$ cat config.mk
export PLATFORM = sky130hd
export DESIGN_NAME = uart_tx_fifo
export DESIGN_NICKNAME = d
export VERILOG_FILES = /design/src/rtl/uart_tx_fifo_pkg.sv /design/src/rtl/uart_tx_fifo_sync_fifo.sv /design/src/rtl/uart_tx_fifo.sv
export SDC_FILE = /design/constraint.sdc
export NUM_CORES = 1
export LEC_CHECK = 0
export CELL_PAD_IN_SITES_DETAIL_PLACEMENT = 1
export CELL_PAD_IN_SITES_GLOBAL_PLACEMENT = 1
export CORE_MARGIN = 2
export CORE_UTILIZATION = 53
export CTS_CLUSTER_DIAMETER = 80
export DETAILED_ROUTE_END_ITERATION = 10
export PLACE_DENSITY_LB_ADDON = 0.12
export RECOVER_POWER = 100
export SYNTH_ARGS = -nofsm -noshare
export SYNTH_HDL_FRONTEND = slang
export SYNTH_SLANG_ARGS = --single-unit
$ cat constraint.sdc
create_clock -name clk -period 6.4 [get_ports clk]
set_input_delay 0.64 -clock clk [delete_from_list [all_inputs] [get_ports clk]]
set_output_delay 0.64 -clock clk [all_outputs]
set_load 0.005 [all_outputs]
$ cat src/rtl/uart_tx_fifo_pkg.sv
// Shared encodings for the FIFO-fed UART transmitter: parity modes and FSM states.
package uart_tx_fifo_pkg;

  localparam int PARITY_NONE = 0;
  localparam int PARITY_ODD  = 1;
  localparam int PARITY_EVEN = 2;

  typedef enum logic [2:0] {
    ST_IDLE   = 3'd0,
    ST_START  = 3'd1,
    ST_DATA   = 3'd2,
    ST_PARITY = 3'd3,
    ST_STOP   = 3'd4
  } tx_state_e;

endpackage

$ cat src/rtl/uart_tx_fifo_sync_fifo.sv
// Single-clock FIFO with first-word fall-through read port; writes when full and
// reads when empty are ignored.
module sync_fifo
  import uart_tx_fifo_pkg::*;
#(
  parameter int WIDTH = 8,
  parameter int DEPTH = 4
) (
  input  logic                           clk,
  input  logic                           reset,
  input  logic                           push,
  input  logic                           pop,
  input  logic [WIDTH-1:0]               din,
  output logic [WIDTH-1:0]               dout,
  output logic                           full,
  output logic                           empty,
  output logic [$clog2(DEPTH+1)-1:0]     count
);

  localparam int AW = (DEPTH > 1) ? $clog2(DEPTH) : 1;
  localparam int CW = $clog2(DEPTH+1);

  logic [WIDTH-1:0] mem [DEPTH];
  logic [AW-1:0]    wr_ptr;
  logic [AW-1:0]    rd_ptr;
  logic             do_push;
  logic             do_pop;

  // Full is judged on the current count, so a push is refused even if a pop
  // frees a slot on the same edge.
  assign full    = (count == CW'(DEPTH));
  assign empty   = (count == '0);
  assign do_push = push & ~full;
  assign do_pop  = pop & ~empty;
  assign dout    = mem[rd_ptr];

  always_ff @(posedge clk or negedge reset) begin
    if (!reset) begin
      wr_ptr <= '0;
      rd_ptr <= '0;
      count  <= '0;
    end else begin
      if (do_push) wr_ptr <= wr_ptr + AW'(1);
      if (do_pop)  rd_ptr <= rd_ptr + AW'(1);
      case ({do_push, do_pop})
        2'b10:   count <= count + CW'(1);
        2'b01:   count <= count - CW'(1);
        default: count <= count;
      endcase
    end
  end

  always_ff @(posedge clk) begin
    if (do_push) mem[wr_ptr] <= din;
  end

endmodule

$ cat src/rtl/uart_tx_fifo.sv
// UART transmitter draining a small FIFO; frames go out back-to-back with a
// configurable data width, parity mode and stop-bit count.
module uart_tx_fifo
  import uart_tx_fifo_pkg::*;
#(
  parameter int CLK_FREQ   = 50000000,
  parameter int BAUD_RATE  = 9600,
  parameter int DATA_BITS  = 8,
  parameter int PARITY     = 0,
  parameter int STOP_BITS  = 1,
  parameter int FIFO_DEPTH = 4
) (
  input  logic                                clk,
  input  logic                                reset,
  input  logic                                i_valid,
  input  logic [DATA_BITS-1:0]                i_data,
  output logic                                o_ready,
  output logic                                o_uart_tx,
  output logic                                o_busy,
  output logic                                o_tx_done,
  output logic [$clog2(FIFO_DEPTH+1)-1:0]     o_fifo_count
);

  localparam int DIV   = CLK_FREQ / BAUD_RATE;
  localparam int CNT_W = (DIV > 1) ? $clog2(DIV) : 1;

  localparam logic [CNT_W-1:0] LAST_TICK = CNT_W'(DIV - 1);
  localparam logic [3:0]       LAST_DATA = 4'(DATA_BITS - 1);
  localparam logic [3:0]       LAST_STOP = 4'(STOP_BITS - 1);

  tx_state_e            state_q;
  tx_state_e            state_d;
  logic [CNT_W-1:0]     baud_cnt_q;
  logic [3:0]           bit_cnt_q;
  logic [DATA_BITS-1:0] shift_q;
  logic [DATA_BITS-1:0] shift_d;
  logic                 parity_q;
  logic                 tx_q;
  logic                 tx_d;
  logic                 baud_tick;
  logic                 fifo_pop;
  logic                 fifo_full;
  logic                 fifo_empty;
  logic [DATA_BITS-1:0] fifo_dout;

  function automatic logic calc_parity(input logic [DATA_BITS-1:0] d);
    return (PARITY == PARITY_ODD) ? ~(^d) : (^d);
  endfunction

  sync_fifo #(
    .WIDTH (DATA_BITS),
    .DEPTH (FIFO_DEPTH)
  ) u_fifo (
    .clk   (clk),
    .reset (reset),
    .push  (i_valid),
    .pop   (fifo_pop),
    .din   (i_data),
    .dout  (fifo_dout),
    .full  (fifo_full),
    .empty (fifo_empty),
    .count (o_fifo_count)
  );

  assign o_ready   = ~fifo_full;
  assign o_uart_tx = tx_q;
  assign baud_tick = (baud_cnt_q == LAST_TICK);

  always_comb begin
    state_d  = state_q;
    fifo_pop = 1'b0;
    unique case (state_q)
      ST_IDLE: begin
        if (!fifo_empty) begin
          fifo_pop = 1'b1;
          state_d  = ST_START;
        end
      end
      ST_START: begin
        if (baud_tick) state_d = ST_DATA;
      end
      ST_DATA: begin
        if (baud_tick && (bit_cnt_q == LAST_DATA))
          state_d = (PARITY == PARITY_NONE) ? ST_STOP : ST_PARITY;
      end
      ST_PARITY: begin
        if (baud_tick) state_d = ST_STOP;
      end
      ST_STOP: begin
        // Chain straight into the next start bit when more words are queued.
        if (baud_tick && (bit_cnt_q == LAST_STOP)) begin
          if (!fifo_empty) begin
            fifo_pop = 1'b1;
            state_d  = ST_START;
          end else begin
            state_d  = ST_IDLE;
          end
        end
      end
      default: state_d = ST_IDLE;
    endcase
  end

  always_comb begin
    shift_d = shift_q;
    if (fifo_pop)
      shift_d = fifo_dout;
    else if ((state_q == ST_DATA) && baud_tick)
      shift_d = shift_q >> 1;
  end

  // Line level is computed from the next state so the registered pin lines up
  // with the state it belongs to.
  always_comb begin
    o_busy    = (state_q != ST_IDLE);
    o_tx_done = (state_q == ST_STOP) && baud_tick && (bit_cnt_q == LAST_STOP);
    unique case (state_d)
      ST_IDLE:   tx_d = 1'b1;
      ST_START:  tx_d = 1'b0;
      ST_DATA:   tx_d = shift_d[0];
      ST_PARITY: tx_d = parity_q;
      ST_STOP:   tx_d = 1'b1;
      default:   tx_d = 1'b1;
    endcase
  end

  always_ff @(posedge clk or negedge reset) begin
    if (!reset) begin
      state_q    <= ST_IDLE;
      baud_cnt_q <= '0;
      bit_cnt_q  <= '0;
      tx_q       <= 1'b1;
    end else begin
      state_q <= state_d;
      tx_q    <= tx_d;
      if ((state_d == ST_IDLE) || fifo_pop || baud_tick)
        baud_cnt_q <= '0;
      else
        baud_cnt_q <= baud_cnt_q + CNT_W'(1);
      if ((state_d != state_q) || fifo_pop)
        bit_cnt_q <= '0;
      else if (baud_tick)
        bit_cnt_q <= bit_cnt_q + 4'd1;
    end
  end

  always_ff @(posedge clk) begin
    shift_q <= shift_d;
    if (fifo_pop) parity_q <= calc_parity(fifo_dout);
  end

endmodule

==> reports/qor.yml <==
path_cells: "inv_1, ha_1, nor3b_1, nand4_2, a21oi_1, ha_1, inv_1, fa_1, xor2_1, nor2_1, xor2_1"
yosysTopAreaCell: "edfxtp_1"
stdcell_count: 329
cp-end-kind: "flop"
wl_per_cell_um: 18.5
grt_pass1_wl_um: 9980
drtAntennaViolNets: 0
clock_skew_ps: 6.42
clk_pin_slew_ps: 70
drt_wl_total_um: 6100
vias_per_cell: 5.69
hpwl_um: 4410
whs_path_depth: 1
synth_nets: 248
htree_levels: 3
multi_input_area_um2: 1150
p_clk_share_pct: 30.0
synth-seq-area-share_pct: 60.7
cts_resized: 0
maxCapViolCount: 1
worstMarginPinSlew_ps: 1550
grt_overflow_total: 0
cts_setup_buffers: 0
clk_path_buf_depth: 2
min_period_over_period_pct: 54.2
switching_share_pct: 28.0
violations: "capacitance limit, slew limit"
startpoint: "bit_cnt_q[0]"
p_int_uw: 753
path_depth: 11
period_minus_slack_ps: 3470
cts_buffers: 9
power.leakage_nw: 1.38
pwr-share-seq_pct: 53.6
power_density_nw_per_um2: 294
timing.fmax_ghz: 0.288
synth_seq_cells: 69
cp_max_fo: 16
fp-row-count: 28
die_y_um: 81.3
cts_root_buf: "clkbuf_8"
r2r_cells: 11
clock-sinks: 69
critical_path_buf_inv_count: 2
critPathTopFamily: "compound AO/OA/AOI/OAI gates"
track_usage_pct: 20.8
areaGrowthSynthToFinish_pct: 12.1
fillCellCount: 569
drt_iter0_drc: 111
clk_latency_ps: 340
synth_area_um2: 3170
hp-class: "flop to flop"
ctsHoldBuffers: 0
synth_cell_types: 46
worstHoldStart: "baud_cnt_q[0]"
synthTopCellsByArea: "edfxtp_1 (38%), dfrtp_1 (21%), mux4_2 (5.7%)"
dieArea_um2: 6610
final_max_slew_viol_count: 29
post-synth-top-count-cell: "edfxtp_1"
cts_tree: "built"
pre_cts_ws_ps: 3430
async_flop_share_pct: 40.6
drive_gt1_share_pct: 11.8
seq_area_um2: 1920
rsz0062_at_grt: "false"
arrival_ps: 3730
gp_congestion: 0.759
synth_common_cells: "edfxtp_1 (40), dfrtp_1 (27), nor2_1 (20), xnor2_1 (15), xor2_1 (13)"
synth_edf_count: 40
timing_hold_violations_final: 0
yosysWarnings: 0
synth_top_area_share_pct: 37.9
synthCells: 228
antenna_found_initial: 0
fp.dieW_um: 81.3
io_pins: 18
reg2reg_from: "bit_cnt_q[0]"
start_kind: "flop"
dp_cells: 313
grt_pass1_vias: 1966
drtPass1Iterations: 4
drc: 0
required_ps: 6660
ys.flop_type: "edfxtp_1"
p_sw_uw: 292
synth.avg_cell_area_um2: 13.9
tns_ps: 0
worst_slack_ps: 2930
portBuffers: 17
crit_slowest_cell: "a21oi_1"
dr_total_vias: 1871
initial_core_util_pct: 54.1
combPwrFrac_pct: 16.4
grt_start_max_net_pins: 29
status: "complete, but fails checks"
ir_drop_uv: 189
fp.coreArea_um2: 5850
nets: 269
path_class: "flop to flop"
relSlewSlack_pct: -3.01
slowest_delay_ps: 970
setup_viol: 0
antenna_cells: 0
## through the flow
step	instance area, µm²	power (mW)	hold WS, ps	utilization [%]
2_1_floorplan	3170	0.669	344	-
3_3_place_gp	3380	0.731	485	57.8
3_5_place_dp	3380	0.750	511	57.8
4_1_cts	3560	1.06	524	60.8
5_1_grt	3550	1.10	556	60.7
6_report	3550	1.05	526	60.7
## area by class of cell
cell class / instances / area share, %
clock buffer: 9 / 3.49
timing repair buffer: 18 / 4.90
sequential: 69 / 54.2
inverter: 10 / 1.06
clock inverter: 7 / 1.44
multi-input combinational: 141 / 32.3
tap: 75 / 2.64
## layer usage
metal	GRT usage (%)	wire length (µm)	vias up
li1	-	-	872
met3	4.33	130	13
met5	0	0	-
met4	8.64	113	0
met2	32.0	2920	32
met1	28.8	2930	954
## flip-flops by register name, summed over array words and instances (netlist names), 2 cells and up
name           flops
state_q            3
bit_cnt_q          4
baud_cnt_q        13
u_fifo.rd_ptr      2
shift_q            8
u_fifo.mem        32
u_fifo.wr_ptr      2
u_fifo.count       3
## power by group through the flow
stage / registers [mW] / logic, mW / clock network, mW
floorplan: 0.562 / 0.107 / 0
global placement: 0.566 / 0.165 / 0
detailed placement: 0.571 / 0.179 / 0
CTS: 0.561 / 0.183 / 0.318
global route: 0.567 / 0.190 / 0.339
finish: 0.560 / 0.172 / 0.313
## final timing paths
kind	slack (ps)	to
worst max-delay path	2930	u_fifo.count[2]
max in group asynchronous	4290	bit_cnt_q[3]
worst max register to register	2930	u_fifo.count[2]
min in group asynchronous	1200	baud_cnt_q[12]
worst min-delay path	530	baud_cnt_q[0]
worst min register to register	530	baud_cnt_q[0]
## cell families (layout without fill, tap and decap cells)
logic type      after synthesis  after routing  share of synthesized area (%)
simple gates                 71             71                           13.2
flops                        69             69                           60.7
xor+xnor                     28             28                           7.74
compound gates               23             23                           5.25
buf+inv                      18             44                           2.96
mux                          10             10                           6.32
fa+ha+maj                     9              9                           3.79
## layout by cell type (no fill, tap or decap), drive strengths merged, types with 8 or more instances in the layout
cell	n
and3	12
ha	8
dlygate4sd3	17
xor2	13
nand2	11
mux4	8
dfrtp	27
xnor2	15
inv	11
clkbuf	10
nor2	20
edfxtp	40
nand3	8
(Power assumes the default switching activity.)
